`src/rtl/satd_pkg.sv`:
```
// Shared constants, row types and clip helpers for the SATD/reconstruction path.
package satd_pkg;

    localparam int unsigned N    = 8;
    localparam int unsigned PW   = 8;
    localparam int unsigned RW   = 9;
    localparam int unsigned SUMW = 10;
    // Clip counter is wide enough for all 64 samples of a block to clip.
    localparam int unsigned CCW  = 7;

    typedef logic [N-1:0][PW-1:0] pix_row_t;
    typedef logic signed [N-1:0][RW-1:0] res_row_t;

    // Saturate a signed pred+res sum to an unsigned pixel.
    function automatic logic [PW-1:0] clip_pix(input logic signed [SUMW-1:0] sum);
        logic [PW-1:0] r;
        if (sum[SUMW-1]) begin
            r = '0;
        end else if (sum[SUMW-2] != 1'b0) begin
            r = '1;
        end else begin
            r = sum[PW-1:0];
        end
        return r;
    endfunction

    // True when clip_pix would change the sum (below 0 or above 255).
    function automatic logic clip_flag(input logic signed [SUMW-1:0] sum);
        return sum[SUMW-1] | sum[SUMW-2];
    endfunction

endpackage

```
`src/rtl/recon_lane.sv`:
```
// One sample lane: stage 1 adds pred and residual, stage 2 clips to a pixel.
// With RECONSTRUCTION_CLIP_COUNT_EN defined the lane also reports whether the
// sample waiting in stage 1 will clip.
module recon_lane
    import satd_pkg::*;
(
    input  logic          clk,
    input  logic          rst,
    input  logic          en1,
    input  logic          en2,
    input  logic [PW-1:0] pred,
    input  logic [RW-1:0] res,
    output logic [PW-1:0] rec
`ifdef RECONSTRUCTION_CLIP_COUNT_EN
    ,
    output logic          clip_c
`endif
);

    logic signed [SUMW-1:0] sum_c;
    logic signed [SUMW-1:0] s1_sum;

    assign sum_c = $signed({2'b00, pred}) + $signed({res[RW-1], res});

    // Stage 1 register: holds the unclipped sum.
    always_ff @(posedge clk) begin
        if (rst) begin
            s1_sum <= '0;
        end else if (en1) begin
            s1_sum <= sum_c;
        end
    end

    // Stage 2 register: holds the clipped pixel presented downstream.
    always_ff @(posedge clk) begin
        if (rst) begin
            rec <= '0;
        end else if (en2) begin
            rec <= clip_pix(s1_sum);
        end
    end

`ifdef RECONSTRUCTION_CLIP_COUNT_EN
    assign clip_c = clip_flag(s1_sum);
`endif

endmodule

```
`src/rtl/reconstruction.sv`:
```
// Row reconstruction: rec = clip(pred + res) over 8 lanes through a 2-stage
// valid/ready pipeline, with positional 8-row block framing.
// Optional feature macro: RECONSTRUCTION_CLIP_COUNT_EN adds clip_cnt, the
// number of clipped samples so far in the current block.
module reconstruction
    import satd_pkg::*;
(
    input  logic                clk,
    input  logic                rst,
    input  logic                in_valid,
    output logic                in_ready,
    input  logic [N*PW-1:0]     pred,
    input  logic [N*RW-1:0]     res,
    output logic                out_valid,
    input  logic                out_ready,
    output logic [N*PW-1:0]     rec,
    output logic [2:0]          out_row,
    output logic                out_last
`ifdef RECONSTRUCTION_CLIP_COUNT_EN
    ,
    output logic [CCW-1:0]      clip_cnt
`endif
);

    logic       s1_valid;
    logic       s2_valid;
    logic       adv1;
    logic       adv2;
    logic       en1;
    logic       en2;
    logic [2:0] row_cnt;

    pix_row_t   pred_row;
    res_row_t   res_row;
    pix_row_t   rec_row;

    assign pred_row = pred;
    assign res_row  = res;
    assign rec      = rec_row;

    assign adv2     = !s2_valid || out_ready;
    assign adv1     = !s1_valid || adv2;
    assign en1      = adv1 && in_valid;
    assign en2      = adv2 && s1_valid;

    assign in_ready  = adv1;
    assign out_valid = s2_valid;
    assign out_row   = row_cnt;
    assign out_last  = s2_valid && (row_cnt == 3'd7);

`ifdef RECONSTRUCTION_CLIP_COUNT_EN
    logic [N-1:0] clip_c;
`endif

    for (genvar i = 0; i < N; i++) begin : g_lane
        recon_lane u_lane (
            .clk    (clk),
            .rst    (rst),
            .en1    (en1),
            .en2    (en2),
            .pred   (pred_row[i]),
            .res    (res_row[i]),
            .rec    (rec_row[i])
`ifdef RECONSTRUCTION_CLIP_COUNT_EN
            ,
            .clip_c (clip_c[i])
`endif
        );
    end

    // Stage valid flags advance whenever the stage ahead can take a beat.
    always_ff @(posedge clk) begin
        if (rst) begin
            s1_valid <= 1'b0;
            s2_valid <= 1'b0;
        end else begin
            if (adv1) begin
                s1_valid <= in_valid;
            end
            if (adv2) begin
                s2_valid <= s1_valid;
            end
        end
    end

    // Row index of the row on rec; steps on each output handshake, wraps 7->0.
    always_ff @(posedge clk) begin
        if (rst) begin
            row_cnt <= '0;
        end else if (s2_valid && out_ready) begin
            row_cnt <= row_cnt + 3'd1;
        end
    end

`ifdef RECONSTRUCTION_CLIP_COUNT_EN
    logic [CCW-1:0] pop_c;
    logic [2:0]     load_row_c;

    // Clipped-lane count of the row entering stage 2 and that row's index.
    always_comb begin
        pop_c = '0;
        for (int i = 0; i < N; i++) begin
            pop_c = pop_c + CCW'(clip_c[i]);
        end
        load_row_c = s2_valid ? (row_cnt + 3'd1) : row_cnt;
    end

    // Running block total, registered alongside the row it includes.
    always_ff @(posedge clk) begin
        if (rst) begin
            clip_cnt <= '0;
        end else if (en2) begin
            clip_cnt <= ((load_row_c == 3'd0) ? CCW'(0) : clip_cnt) + pop_c;
        end
    end
`endif

endmodule
```
`config.mk`:
```
export PLATFORM = sky130hd
export DESIGN_NAME = reconstruction
export DESIGN_NICKNAME = d
export VERILOG_FILES = /design/src/rtl/satd_pkg.sv /design/src/rtl/recon_lane.sv /design/src/rtl/reconstruction.sv
export SDC_FILE = /design/constraint.sdc
export NUM_CORES = 1
export LEC_CHECK = 0
export ABC_AREA = 0
export CAP_MARGIN = 20
export CORE_MARGIN = 2
export CORE_UTILIZATION = 45
export CTS_BUF_LIST = sky130_fd_sc_hd__clkbuf_8 sky130_fd_sc_hd__clkbuf_16
export DETAILED_ROUTE_END_ITERATION = 16
export GPL_TIMING_DRIVEN = 0
export HOLD_SLACK_MARGIN = 0.1
export MAX_ROUTING_LAYER = met4
export PLACE_DENSITY = 0.86
export SLEW_MARGIN = 20
export SYNTH_ARGS = -nofsm -noshare
export SYNTH_HDL_FRONTEND = slang
export SYNTH_SLANG_ARGS = --single-unit
export TNS_END_PERCENT = 100
```
`constraint.sdc`:
```
create_clock -name clk -period 1.9 [get_ports clk]
set_input_delay 0.38 -clock clk [delete_from_list [all_inputs] [get_ports clk]]
set_output_delay 0.38 -clock clk [all_outputs]
set_load 0.05 [all_outputs]
```
==> summary by stage <==
Status
The run finished, with violations left. The final reports fail on setup timing.

Timing
The number of max-slew violations in the final report is 0. The slew at the pin closest to its max-slew limit is 0.897 ns. The count of final hold-check violations was 0. In the post-route analysis, the smallest setup slack over all paths is -0.0206 ns. Measured against its own limit, the worst slew margin works out to 40.2%. Setup violations remaining at the end of the flow were counted as 2. The maximum clock frequency is 521 MHz. The minimum clock period is 1.92 ns.

The share of the cycle needed by the critical path after routing is 101%. The final worst clock skew is 0.00528 ns. Setup repair after global routing could not meet its margin everywhere.

Synth
After synthesis, the cell types taking the most area are dfxtp_1, ha_1, nor2_1. In this run, synthesis inferred 0 flip-flops with an integrated enable. The synthesized flop and latch total is 149. The number of distinct library cell variants in the gate-level netlist after synthesis is 37. The cell taking the most area after synthesis is dfxtp_1.

Yosys instantiated no cell more often than nor2_1. The post-synthesis sequential area ratio is 34.9%. For this run, asynchronously set or reset flops after synthesis account for 0%. Yosys printed 0 warnings.

After synthesis, the mean cell area works out to 7.79 um2. Counting instances in the post-synthesis netlist gives the leading cell types as nor2_1, dfxtp_1, a21oi_1. The post-synthesis cell count is 1097. The cell area that synthesis handed to floorplanning was 8550 um2. Counting every net in the synthesized netlist gives 1311. For this run, the leading register cell type out of synthesis is dfxtp_1. The share of the synthesized area in the top cell type is 34.9%.

Critical path
At the worst endpoint, the arrival time is 2.25 ns. The kind of critical path is primary input to register. The worst setup path is captured at a register. In this run the number of cells on the critical path is 7. The cell with the largest stage delay on the worst path is clkdlybuf4s50_1. Together, buffers and inverters on the worst path number 1. The source of the critical timing path is pred[42].

The worst register-to-register path begins at out_valid. The minimum setup slack among reg-to-reg paths is 0.14 ns. The nature of the critical path startpoint is a primary input. Broken down by cell family, the worst path's largest delay share belongs to compound AO/OA/AOI/OAI gates. STA puts the critical path data required time at 2.23 ns.

Following the worst setup path forward leads to its endpoint at g_lane[5].u_lane.s1_sum[8]. Walking the worst path, the cells encountered are clkdlybuf4s50_1 > ha_1 > nor2b_2 > o31a_1 > o41ai_2 > mux2i_1 > nand2_1. The capture instance of the worst register-to-register path is g_lane[7].u_lane.rec[1]. Along the worst path, the maximum fanout reaches 4. For the worst flop-to-flop path, the logic depth is 7. The critical path's largest stage delay is 0.41 ns.

Clocking
The cell chosen for the clock root is clkbuf_16. The TritonCTS buffer count is 17. Clock-pin slew was measured on the worst setup and hold paths at 0.06 ns. Counting along the longest clock path gives a buffer depth of 2. The TritonCTS sink count is 149. TritonCTS built the clock tree. At the later pin of the worst-skew pair, clock insertion delay measures 0.43 ns. The clock tree synthesis step divided the H-tree into 4 levels. The number of buffers inserted by hold repair at cts is 0.

Finish
Excluding fillers, the count of instances in the completed layout stands at 1617. In the final layout, the multi-input gates occupy 5520 um2. The final layout contains 1583 nets. The register area is 2980 um2.

In the final layout, the share of cells above drive strength 1 is 14.0%. From synthesis to final layout, the design area changed by 43.3%. Counting the fill cells in the layout gives 1491.

Detailed routing
The routed wire length is 31400 um. Once detail routing completed, the nets flagged for antenna violations numbered 0. The per-cell via count in the routed design is 6.04.

The routed layout has 9764 vias. After detailed routing, the average wire length per cell comes to 19.4 um. The first TritonRoute pass finished after 7 iterations. For this run, design rule violations remaining after detail routing come to 0. The detailed router finished its first iteration with 921 violations.

Global routing
The number of antenna violations at the first check in global routing came to 1. The first-pass GRT wire length is 47600 um. Entering global routing, the biggest net connects 17 pins. The via count of the first global-routing pass came to 9359. The global router's overall resource usage is 31.1%. The total overflow left after global routing is 0.

Place
Routability-driven placement finished with a final weighted congestion of 0.953. During placement, the flow inserted port buffers numbering 208. Once detailed placement completed, the half-perimeter wirelength came to 21600 um. The number of placed cells counting well taps is 1539.

Floorplanning
The floorplan step defined a die boundary enclosing 20100 um2. The effective utilization at floorplan is 45.9%. The total area inside the core boundary comes to 18600 um2. For this design the top-level I/O count stands at 210. The die extent in y is 142 um. The initialized floorplan defines 50 standard-cell rows. The die is 142 um wide.

Power
Across the VDD grid, the largest voltage drop is 637 uV. The power consumption is 9.62 mW. The ratio of total power to cell area is 785 nW/um2. In this run the static leakage power is 5.34 nW.

Hold path
The class of the tightest hold or removal check is primary input to register. In this run the most critical hold path is launched from res[36].

Run
The number of max-capacitance violations reported is 0.
## cells by family after synthesis
group	share of synthesized area [%]
adders and majority gates	11.5
buffers and inverters	5.44
DFF	34.9
and+or+nand+nor	28.9
xor gates and xnor gates	0.102
muxes	0.820
AOI/OAI and AO/OA	18.4
## worst register-to-register path, delay by kind of cell (launching register included)
kind / cells / cell delay (ns)
AO/OA/AOI/OAI: 2 / 0.40
buffers and inverters: 3 / 0.61
flip-flops: 1 / 0.41
AND/OR/NAND/NOR: 2 / 0.21
## layout by cell type, fill, tap and decap left out, drive strengths merged, types with 4 or more instances in the layout
master	instances
inv	33
nor3	94
nand3	34
a31oi	24
clkdlybuf4s15	8
nand4	8
buf	86
clkbuf	60
dfxtp	149
ha	66
nand2b	7
a21o	8
nor2b	16
mux2i	7
o41ai	8
nor2	201
a211oi	32
fa	8
o21ai	55
dlymetal6s2s	21
nor4b	48
o31a	8
a21oi	108
bufinv	4
a32o	8
nand2	60
clkinv	4
o21a	8
dlygate4sd2	88
clkdlybuf4s50	87
or4	23
## flip-flops by register name (all words and copies together) (netlist names)
| register | flops |
|---|---|
| g_lane.u_lane.s1_sum | 80 |
| out_valid | 1 |
| s1_valid | 1 |
| out_row | 3 |
| g_lane.u_lane.rec | 64 |
## metal layers
layer  track usage [%]  wire length (um)
met2              49.1             14500
met5                 -                 0
met4              15.3              1400
met1              37.8             12400
met3              6.51              3210
## per-stage QoR
step	area, um2	setup slack, ns	utilization (%)	hold slack (ns)	setup TNS (ns)
floorplan	8570	0.00127	-	0.437	0
global placement	10900	-0.629	58.7	0.443	-40.59
detailed placement	10900	-0.667	58.7	0.450	-43.97
CTS	11800	-0.0856	63.4	0.379	-0.0856
global route	12300	-0.0597	65.7	0.412	-0.222
finish	12300	-0.0206	65.7	0.355	-0.0213
## power by group
group,leakage [nW],switching [mW],internal (mW)
Clock,0.316,1.35,2.20
Combinational,3.80,1.50,1.08
Sequential,1.22,0.132,3.36
Total,5.34,2.98,6.64
## final cells by class
cell class | instances | area share, %
buffer | 79 | 3.10
multi-input combinational | 841 | 45.1
clock buffer | 18 | 3.58
tap | 234 | 2.39
antenna | 1 | 0.0204
sequential | 149 | 24.4
timing repair buffer | 253 | 19.2
inverter | 28 | 0.858
clock inverter | 14 | 1.39
## how the worst min path moves through the flow
| stage | slack (ns) | cells after the start | endpoint |
|---|---|---|---|
| after floorplan | 0.44 | 2 | g_lane[0].u_lane.s1_sum[0] |
| after global routing | 0.41 | 3 | g_lane[7].u_lane.s1_sum[5] |
| after global placement | 0.44 | 2 | g_lane[2].u_lane.s1_sum[0] |
| after detailed placement | 0.45 | 2 | g_lane[7].u_lane.s1_sum[0] |
| after CTS | 0.38 | 3 | g_lane[7].u_lane.s1_sum[5] |
| final | 0.35 | 4 | g_lane[4].u_lane.s1_sum[0] |
## timing repair
| action | CTS | global route |
|---|---|---|
| resized for setup | 145 | 93 |
| pin swaps | 48 | 41 |
| setup endpoints to repair | 87 | 102 |
| setup buffers | 37 | 8 |
| hold endpoints to repair | 0 | 0 |
(Power assumes the default switching activity.)
